<file path="src/rtl/spi_adc_multi_reader.sv">
// Multi-channel serial ADC reader: one shared SCLK/CS_N drives NUM_CH converters.
// Each frame is captured in parallel, one result per channel, in single-shot or continuous mode.
module spi_adc_multi_reader #(
  parameter int CLK_FREQ_HZ    = 100000000,
  parameter int SCLK_FREQ_HZ   = 12500000,
  parameter int NUM_CH         = 2,
  parameter int FRAME_BITS     = 16,
  parameter int DATA_BITS      = 12,
  parameter int DATA_OFFSET    = 3,
  parameter int T_CS_CYCLES    = 1,
  parameter int T_QUIET_CYCLES = 9,
  parameter int PERIOD_W       = 16
) (
  input  logic                          clk_i,
  input  logic                          rst_i,
  input  logic                          request_i,
  input  logic                          continuous_i,
  input  logic [PERIOD_W-1:0]           period_i,
  output logic                          busy_o,
  output logic [NUM_CH*DATA_BITS-1:0]   data_o,
  output logic                          data_valid_o,
  output logic                          overrun_o,
  output logic                          sclk_o,
  output logic                          cs_n_o,
  input  logic [NUM_CH-1:0]             sdata_i
);

  localparam int CLK_DIV  = CLK_FREQ_HZ / SCLK_FREQ_HZ;
  localparam int HALF     = CLK_DIV / 2;
  localparam int PH_W     = (CLK_DIV > 2) ? $clog2(CLK_DIV) : 1;
  localparam int BIT_W    = (FRAME_BITS > 2) ? $clog2(FRAME_BITS) : 1;
  localparam int WAIT_MAX = (T_CS_CYCLES > T_QUIET_CYCLES) ? T_CS_CYCLES : T_QUIET_CYCLES;
  localparam int WAIT_W   = $clog2(WAIT_MAX + 1);

  if (SCLK_FREQ_HZ > 20000000) begin : g_bad_sclk
    $error("SCLK_FREQ_HZ must not exceed 20 MHz");
  end
  if (CLK_DIV < 2 || (CLK_DIV % 2) != 0) begin : g_bad_div
    $error("CLK_FREQ_HZ/SCLK_FREQ_HZ must be even and at least 2");
  end
  if (DATA_OFFSET + DATA_BITS > FRAME_BITS) begin : g_bad_frame
    $error("DATA_OFFSET+DATA_BITS exceeds FRAME_BITS");
  end
  if (T_CS_CYCLES < 1 || T_QUIET_CYCLES < 1) begin : g_bad_timing
    $error("T_CS_CYCLES and T_QUIET_CYCLES must be at least 1");
  end

  typedef enum logic [2:0] {
    IDLE     = 3'd0,
    CS_SETUP = 3'd1,
    SHIFT    = 3'd2,
    QUIET    = 3'd3,
    STROBE   = 3'd4
  } state_t;

  state_t              state;
  logic [PH_W-1:0]     ph;
  logic [BIT_W-1:0]    bit_cnt;
  logic [WAIT_W-1:0]   wait_cnt;
  logic [PERIOD_W-1:0] pcnt;
  logic                armed;
  logic [DATA_BITS-1:0] sr [NUM_CH];

  logic period_expired;
  logic trigger;
  logic in_window;

  // armed is cleared whenever continuous mode idles off, so the first frame of a
  // continuous run starts at once while later frames wait out the period.
  assign period_expired = !armed ||
                          (({1'b0, pcnt} + (PERIOD_W+1)'(1)) >= {1'b0, period_i});
  assign trigger   = request_i || (continuous_i && period_expired);
  assign busy_o    = (state != IDLE);
  // Only the result bits are kept; header and trailing bits are never stored.
  assign in_window = (32'(bit_cnt) >= DATA_OFFSET) &&
                     (32'(bit_cnt) <  DATA_OFFSET + DATA_BITS);

  always_ff @(posedge clk_i) begin
    if (rst_i) begin
      state        <= IDLE;
      ph           <= '0;
      bit_cnt      <= '0;
      wait_cnt     <= '0;
      pcnt         <= '0;
      armed        <= 1'b0;
      data_o       <= '0;
      data_valid_o <= 1'b0;
      overrun_o    <= 1'b0;
      sclk_o       <= 1'b1;
      cs_n_o       <= 1'b1;
      for (int c = 0; c < NUM_CH; c++) sr[c] <= '0;
    end else begin
      data_valid_o <= 1'b0;
      overrun_o    <= 1'b0;
      if (pcnt != {PERIOD_W{1'b1}}) pcnt <= pcnt + 1'b1;

      case (state)
        IDLE: begin
          if (!continuous_i) armed <= 1'b0;
          if (trigger) begin
            state    <= CS_SETUP;
            cs_n_o   <= 1'b0;
            wait_cnt <= '0;
            pcnt     <= '0;
            armed    <= 1'b1;
          end
        end
        CS_SETUP: begin
          if (request_i) overrun_o <= 1'b1;
          if (wait_cnt == WAIT_W'(T_CS_CYCLES - 1)) begin
            state   <= SHIFT;
            ph      <= '0;
            bit_cnt <= '0;
            sclk_o  <= 1'b0;
          end else begin
            wait_cnt <= wait_cnt + 1'b1;
          end
        end
        SHIFT: begin
          if (request_i) overrun_o <= 1'b1;
          if (ph == PH_W'(CLK_DIV - 1)) begin
            if (bit_cnt == BIT_W'(FRAME_BITS - 1)) begin
              state    <= QUIET;
              cs_n_o   <= 1'b1;
              sclk_o   <= 1'b1;
              wait_cnt <= '0;
            end else begin
              ph      <= '0;
              bit_cnt <= bit_cnt + 1'b1;
              sclk_o  <= 1'b0;
            end
          end else begin
            ph <= ph + 1'b1;
            // Sample in the same cycle the registered SCLK rises.
            if (ph == PH_W'(HALF - 1)) begin
              sclk_o <= 1'b1;
              if (in_window) begin
                for (int c = 0; c < NUM_CH; c++)
                  sr[c] <= {sr[c][DATA_BITS-2:0], sdata_i[c]};
              end
            end
          end
        end
        QUIET: begin
          if (request_i) overrun_o <= 1'b1;
          if (wait_cnt == WAIT_W'(T_QUIET_CYCLES - 1)) begin
            state        <= STROBE;
            data_valid_o <= 1'b1;
            for (int c = 0; c < NUM_CH; c++)
              data_o[c*DATA_BITS +: DATA_BITS] <= sr[c];
          end else begin
            wait_cnt <= wait_cnt + 1'b1;
          end
        end
        STROBE: begin
          if (trigger) begin
            state    <= CS_SETUP;
            cs_n_o   <= 1'b0;
            wait_cnt <= '0;
            pcnt     <= '0;
            armed    <= 1'b1;
          end else begin
            state <= IDLE;
          end
        end
        default: state <= IDLE;
      endcase
    end
  end

endmodule

</file>
<file path="config.mk">
export PLATFORM = sky130hd
export DESIGN_NAME = spi_adc_multi_reader
export DESIGN_NICKNAME = d
export VERILOG_FILES = /design/src/rtl/spi_adc_multi_reader.sv
export SDC_FILE = /design/constraint.sdc
export NUM_CORES = 1
export LEC_CHECK = 0
export CORE_MARGIN = 2
export CORE_UTILIZATION = 59
export CTS_CLUSTER_SIZE = 16
export DETAILED_ROUTE_END_ITERATION = 8
export PLACE_DENSITY = 0.94
export SLEW_MARGIN = 5
export SYNTH_ARGS = -nofsm -noshare
export SYNTH_HDL_FRONTEND = slang
export SYNTH_SLANG_ARGS = --single-unit
</file>
<file path="constraint.sdc">
create_clock -name clk_i -period 6.3 [get_ports clk_i]
set_input_delay 0.945 -clock clk_i [delete_from_list [all_inputs] [get_ports clk_i]]
set_output_delay 0.945 -clock clk_i [all_outputs]
set_load 0.01 [all_outputs]
</file>
# Word-level counts from Yosys, hierarchy flattened
# Memories as Yosys holds them, arrays and structs flattened.
# Index checks and enable logic that the tools add are counted.
classes:
  bitwise_logic: 4
  add_sub_neg: 5
  n_lt_le_gt_ge: 3
  eq_ne: 22
  n_mux: 49
  reduce_logical: 24
op_table:
  columns: ["cell", "count"]
  rows:
  - ["16-bit two-way mux", 3]
  - ["4-bit two-way mux", 8]
  - ["12-bit two-way mux", 2]
  - ["3-bit two-way mux", 8]
  - ["1-bit two-way mux", 21]
  - ["2-bit inequality test, second input constant", 9]
  - ["16-bit by 1-bit adder with 17-bit output, second input constant", 1]
  - ["17-bit by 16-bit >= comparator with 1-bit output", 1]
  - ["16-bit by 1-bit adder with 16-bit output, second input constant", 1]
  - ["16-bit inequality test, second input constant", 1]
  - ["4-bit one-hot mux with 4 select lines", 1]
  - ["3-bit one-hot mux with 5 select lines", 1]
  - ["3-bit by 2-bit == test with 1-bit output, second input constant", 3]
  - ["3-bit inequality test, second input constant", 3]
  - ["3-bit AND reduction", 3]
  - ["4-bit by 1-bit adder with 4-bit output, second input constant", 2]
  - ["4-bit == test, second input constant", 2]
  - ["4-bit one-hot mux with 2 select lines", 1]
  - ["4-bit AND reduction", 2]
  - ["3-bit == test, second input constant", 2]
  - ["1-bit one-hot mux with 2 select lines", 3]
  - ["3-bit one-hot mux with 2 select lines", 1]
  - ["6-bit AND reduction", 1]
  - ["2-bit nonzero test", 3]
  - ["18 further kinds", 24]
word_totals:
  inputBits: 22
  memories: 1
  regBits: 59
  output_inout_bits: 29
  elab_cells: 119
  ram_bits: 24
memory_table:
  columns: ["name", "words", "width", "rd", "rd_clocked_by_memory_dff", "write_ports", "line", "text"]
  rows:
  - ["sr", 2, 12, 2, 0, 2, "62", "logic [DATA_BITS-1:0] sr [NUM_CH];"]

# Longest topological paths before layout
depth:
  word_depth: 9
  mapped_depth: 14
  mapped_depth_nobuf: 13

# Worst setup path after synthesis
# Ideal clock, no wire load.
synth_path:
  path_kind: "register to register"
  from: "reg pcnt[2]"
  to: "reg pcnt[10]"
  synth_period_minus_slack_ns: 3.036
  path_stages_with_launch: 15
  t_required_ns: 6.170
  n_path_buf: 1
  slack_ns: 3.264
  setup_time_ns: 0.130
  t_arrival_ns: 2.906
  cell_sequence: "dfxtp_1 -> and4_4 -> and3_1 -> nand3_1 -> or2_2 -> xor2_1 -> inv_1 -> ha_1 -> nand4_1 -> or4_1 -> o2111ai_2 -> nor3b_4 -> a21oi_4 -> buf_6 -> a21oi_1"
synth_between:
  elab_chain_len: 7
  word_cells_on_any_way: 10
  cone_classes: "add/sub: 2; order compare: 1; eq/ne: 1; mux: 3; reduce/logical: 3"
synth_lines:
  columns: ["item", "line", "text"]
  rows:
  - ["start, declared", "60", "logic [PERIOD_W-1:0] pcnt;"]
  - ["start signal, assigned", "95", "if (pcnt != {PERIOD_W{1'b1}}) pcnt <= pcnt + 1'b1;"]
  - ["16-bit by 1-bit adder with 17-bit output", "71", "(({1'b0, pcnt} + (PERIOD_W+1)'(1)) >= {1'b0, period_i});"]
  - ["17-bit by 16-bit >= comparator with 1-bit output", "71", null]
  - ["1-bit logical OR", "70", "assign period_expired = !armed ||"]
  - ["1-bit logical AND", "72", "assign trigger = request_i || (continuous_i && period_expired);"]
  - ["1-bit logical OR", "72", null]
  - ["16-bit two-way mux", "100, 156", null]
  - ["16-bit two-way mux *", null, null]
# Mark *: on every way between the ends. The rest lies on a longest branch, timed or not.
# A chain may end at the register's enable or synchronous reset.

# Worst setup path in the final report
layout_path:
  from: "reg pcnt[2]"
  to: "reg pcnt[14]"
# Same word-level chain as after synthesis.

==> run summary <==
Status - completed
Max clock buf depth - 2
DIE AREA - 7280 sq um
Synthesized area per cell - 9.29 sq um
Yosys reg bits - 83
Worst skew pair latency - 0.36 ns
Crit path capture type - flip-flop
IO Port Bufs - 50
Gp weighted congestion - 0.808
CP Data Arrival Time - 3.65 ns
Critical path peak fanout - 16
First-pass GRT wire length - 13,500 um
Max Cap Viol - 0
Leak - 1.85 nW
Slew Viols, Final - 0
Final setup vio count - 0
Largest family of logic cells by synthesized area - simple AND/OR/NAND/NOR gates
Syn-to-layout area delta - 18.5%
Synth Instances - 420
Dpl cell area - 4420 sq um
Starting density of the core - 61.1%
Number of global-route vias before repair - 3,009
Placed insts - 530
Clock root buffer - clkbuf_8
Pin count of the biggest net entering global routing - 44
Highest clock rate - 293 MHz
Fin cells - 546
Compound-Gate Fraction of Synth Area - 11.3%
Vias post-DR - 3,066
Crit path kind - reg2reg
Hold Buf Count CTS - 0
I/O pin total - 51
Main synth FF type - dfxtp_1
CORE AREA - 6390 sq um
Die Y - 85.3 um
Fraction of registers with async set or reset after synthesis - 0%
YS warnings - 0
DP HPWL - 5540 um
Post-synth top area share - 30.3%
Total Routing Usage GR - 23.3%
Post-CTS Setup Bufs - 0
Design area - 4630 sq um
Via/cell ratio - 5.62
Pwr per Cell Area - 239 nW/um^2
CTS tree - done
Minimum clock period - 3.41 ns
Total gr overflow - 0
Synth top area cells - dfxtp_1 30%, edfxtp_1 18%, ha_1 7.4%
Area leader, netlist - dfxtp_1
Num CTS Buffers - 9
CP Launch Type - flip-flop
Post-Route WL - 8150 um
Row count - 29
Final Util - 72.4%
Clock sinks - 83
Slew @ Worst Pin - 0.991 ns
VDD IR max - 0.218 mV
Routed Antenna Nets - 0
Unrepaired setup endpoints after global routing - false
DRC errors left - 0
Clock Skews - 0.0116 ns
Share of cells above drive strength 1 - 5.33%
Syn nets - 465
Initial antenna violation count - 0
Max-slew headroom - 33.7%
Nets - 509
H-Tree Depth - 3
DRT Pass-1 Iters - 4
Multiplexer share of the synthesized area - 0.513%
Final hold violation count - 0
Sequential-to-total area share from yosys stat - 48.7%
Number of synthesized flops with an enable pin - 24
Worst path required time - 6.54 ns
Resized Gates After CTS - 0
Hold crit path type - reg2reg
1st-iter DRT viols - 212
Worst-path clk slew - 0.09 ns
Synthesized area - 3900 sq um
Die W - 85.3 um
Adder-cell share of the synthesized area - 7.37%
Simple-gate portion of the synthesized area - 23.4%
Fin crit share - 54.1%
Cell variety after synth - 50
Wirelength per Cell - 14.9 um
Diode count - 0
Setup_tns - 0 ns
XOR/XNOR share of the synthesized area - 4.04%
==> where the power goes <==
part           internal [W]  switching (W)  leakage (nW)
clock              0.000196       0.000199         0.104
combinational     0.0000569      0.0000696          1.02
sequential         0.000567      0.0000162         0.725
==> placed cells by master (no fill, tap or decap), types with 2 or more instances in the layout <==
cell	n
clkinv_4	2
ha_1	23
nand2_1	60
and3_1	5
nand4_1	8
dfxtp_1	59
nand2b_1	3
o21a_1	3
a21oi_1	46
and4_1	2
nor3_1	8
o21ai_0	7
edfxtp_1	24
mux2i_1	2
clkbuf_8	10
nand3_1	11
xor2_1	8
and2_1	28
or3_1	3
inv_1	26
clkdlybuf4s50_1	50
a31oi_1	2
a211oi_1	4
nor2_1	29
nor2b_1	9
xnor2_1	10
==> layer usage <==
layer  vias up  wire length (um)  GRT usage [%]
li1       1512                 -              -
met1      1459              3520           29.0
met2        82              4150           40.0
met3        13               331           3.50
met4         0               144           10.5
met5         -                 0              0
==> logic make-up after synthesis <==
family | after synthesis
AND/OR/NAND/NOR | 179
flip-flops | 83
buffers and inverters | 44
multiplexers | 2
XOR/XNOR | 18
AO/OA/AOI/OAI | 71
adder cells (fa/ha/maj) | 23
==> cells in the mapped netlist (3+ instances only) <==
cell type / count
nand2_1: 60
dfxtp_1: 59
a21oi_1: 46
nor2_1: 29
and2_1: 28
inv_1: 26
edfxtp_1: 24
ha_1: 23
nand3_1: 11
xnor2_1: 10
nor2b_1: 9
nand4_1: 8
nor3_1: 8
xor2_1: 8
clkbuf_1: 7
o21ai_0: 7
buf_2: 6
and3_1: 5
a211oi_1: 4
nand2b_1: 3
o21a_1: 3
or3_1: 3
==> cell type report <==
cell class                      instances  area (sq um)
Sequential cell                        83          1900
Multi-Input combinational cell        293          1820
Fill cell                             448          1760
Timing Repair Buffer                   51           508
Clock buffer                           11           141
Inverter                               26          97.6
Tap cell                               77          96.3
Clock inverter                          5          61.3
==> registers in the layout, summed over array words and instances, names as in the netlist <==
register,count
sr,24
pcnt,16
wait_cnt,4
bit_cnt,4
data_valid_o,1
state,3
cs_n_o,1
ph,3
sclk_o,1
overrun_o,1
armed,1
data_o,24
==> per-stage QoR <==
step / total power [W] / hold slack, ns / setup WS, ns
after floorplan: 0.000675 / 0.462 / 3.26
after global placement: 0.000713 / 0.446 / 2.99
after detailed placement: 0.000719 / 0.447 / 2.92
after CTS: 0.00111 / 0.459 / 2.89
after global routing: 0.00114 / 0.480 / 2.68
final: 0.00110 / 0.460 / 2.89
==> critical path, cell delays in order (launching register included) <==
cell	delay, ns
dfxtp_1	0.41
and4_4	0.27
and3_1	0.24
nand3_1	0.12
or2_2	0.32
xor2_1	0.19
inv_1	0.06
ha_1	0.29
nand4_1	0.12
or4_1	0.51
o2111ai_2	0.16
nor3b_4	0.09
a21oi_4	0.40
nor3_1	0.11
==> worst paths after layout <==
path / depth (start not counted) / startpoint / slack [ns] / end
setup reg to reg: 13 / pcnt[2] / 2.89 / pcnt[14]
hold / removal: 2 / data_o[13] / 0.46 / data_o[13]
hold reg to reg: 2 / data_o[13] / 0.46 / data_o[13]
setup / recovery: 13 / pcnt[2] / 2.89 / pcnt[14]
Power figures use the tool's default switching activity.
==> edit, RTL diff (same settings) <==
The parameter `PERIOD_W` goes from 16 to 24.
--- a/src/rtl/spi_adc_multi_reader.sv
+++ b/src/rtl/spi_adc_multi_reader.sv
@@ -11,3 +11,3 @@
   parameter int T_QUIET_CYCLES = 9,
-  parameter int PERIOD_W       = 16
+  parameter int PERIOD_W       = 24
 ) (
Ports: changed (resized period_i); port bits go from 51 to 59. No check against the original RTL was run, so the function may have changed too.
==> edit against the original RTL <==
First-iteration DRC count shrank 24%; cell area grew 16%; worst setup slack lost 1.3 ns; power grew 16%; sequential cell count grew 8; wire length grew 19%; sequential power grew 8.9%; synthesized area grew 15%; global-route usage grew 1.3 points; count of clock-buffer cells in the layout shrank 1.
==> edit: results (changes against the original RTL) <==
Run status
  • Status: finished clean

Power and ir drop
  • VDD IR-drop max: 0.1379 mV (-37%)
  • Net Sw Frac: 24.56% (-1.2 points)
  • Clk network pwr share: 38.7% (+2.9 points)
  • P_seq: 635 µW (+8.9%)
  • Pwr/cell area: 237.1 nW/µm² (-0.72%)
  • Leak: 2.339 nW (+27%)

Route
  • Routed met2 length: 5191 µm (+25%)
  • Vias per cell: 5.618 (about the same)
  • Post-Route M1 WL: 3870 µm (+10%)
  • Detail Route met3 WL: 350 µm (+5.7%)

Final layout
  • Inverters: 53 (+100%)
  • Fraction of layout cells with a size suffix above 1: 4.813% (-0.52 points)
  • Multi-In Gates: 341 (+16%)
  • Seq. cell area: 2062 µm² (+8.4%)
  • Area of the multi-input gates: 2145 µm² (+18%)
  • Final net count: 617 (+21%)
  • Layout Utilization: 73.87% (+1.4 points)
  • Clkbuf count: 10 (-1)
  • Signal buffers: 60 (+18%)
  • Fin cells: 660 (+21%)
  • Signal buffers share of area: 11.06% (+0.075 points)

Synth
  • Syn avg cell area: 8.898 µm² (-4.3%)
  • Synth Net Count: 564 (+21%)
  • Sequential area share after synthesis: 46.07% (-2.6 points)
  • Synth Area in Compound Gates: 12.27% (+0.99 points)
  • Post-synthesis mux area share: 0.4473% (-0.066 points)
  • Synth Area in Adders: 8.666% (+1.3 points)
  • Netlist cell types: 49 (-2.0%)
  • Post-synthesis xor/xnor area fraction: 4.697% (+0.66 points)
  • Most used DFF post-synth: dfxtp_1
  • Top post-synthesis cells by area: dfxtp_1 30%, edfxtp_1 16%, ha_1 8.7%

Placed design
  • RD Place Congestion: 0.8423 (+4.2%)
  • Post-DP HPWL: 6971 µm (+26%)
  • Port bufs: 58 (+16%)
  • Dpl cell area: 5125 µm² (+16%)

Critical path
  • CP arrival: 4.95 ns (+1.30 ns)
  • CP max FO: 24 (+8)
  • Worst reg-to-reg path cell count: 15 (+2)
  • Top Family by Delay on Critical Path: simple AND/OR/NAND/NOR gates
  • CP max stage delay: 0.61 ns (+0.10 ns)
  • Slowest CP cell: nand2_1

Global routing
  • Largest net degree at the start of global routing: 43 (-2.3%)
  • M2 GR Usage: 44.32% (+4.3 points)
  • Total track usage: 24.61% (+1.3 points)
  • Met1 GRT Util: 27.42% (-1.6 points)
  • Global-route met3 utilization: 4.896% (+1.4 points)

STA
  • Clock Skew: 0.01579 ns (+0.004212 ns)
==> edit: final timing paths <==
path                      startpoint                       to  slack (ns)
max               pcnt[2]$_SDFF_PP0_       pcnt[6]$_SDFF_PP0_        1.62
min          data_o[23]$_SDFFE_PP0P_  data_o[23]$_SDFFE_PP0P_        0.46
max reg2reg       pcnt[2]$_SDFF_PP0_       pcnt[6]$_SDFF_PP0_        1.62
min reg2reg  data_o[23]$_SDFFE_PP0P_  data_o[23]$_SDFFE_PP0P_        0.46
==> edit: cell families (layout without fill, tap and decap cells) <==
kind of cell / count (synthesis) / after routing
flip-flops: 91 / 91
multiplexers: 2 / 2
adder cells (fa/ha/maj): 31 / 31
buffers and inverters: 71 / 129
AO/OA/AOI/OAI: 94 / 94
XOR/XNOR: 24 / 24
AND/OR/NAND/NOR: 190 / 190
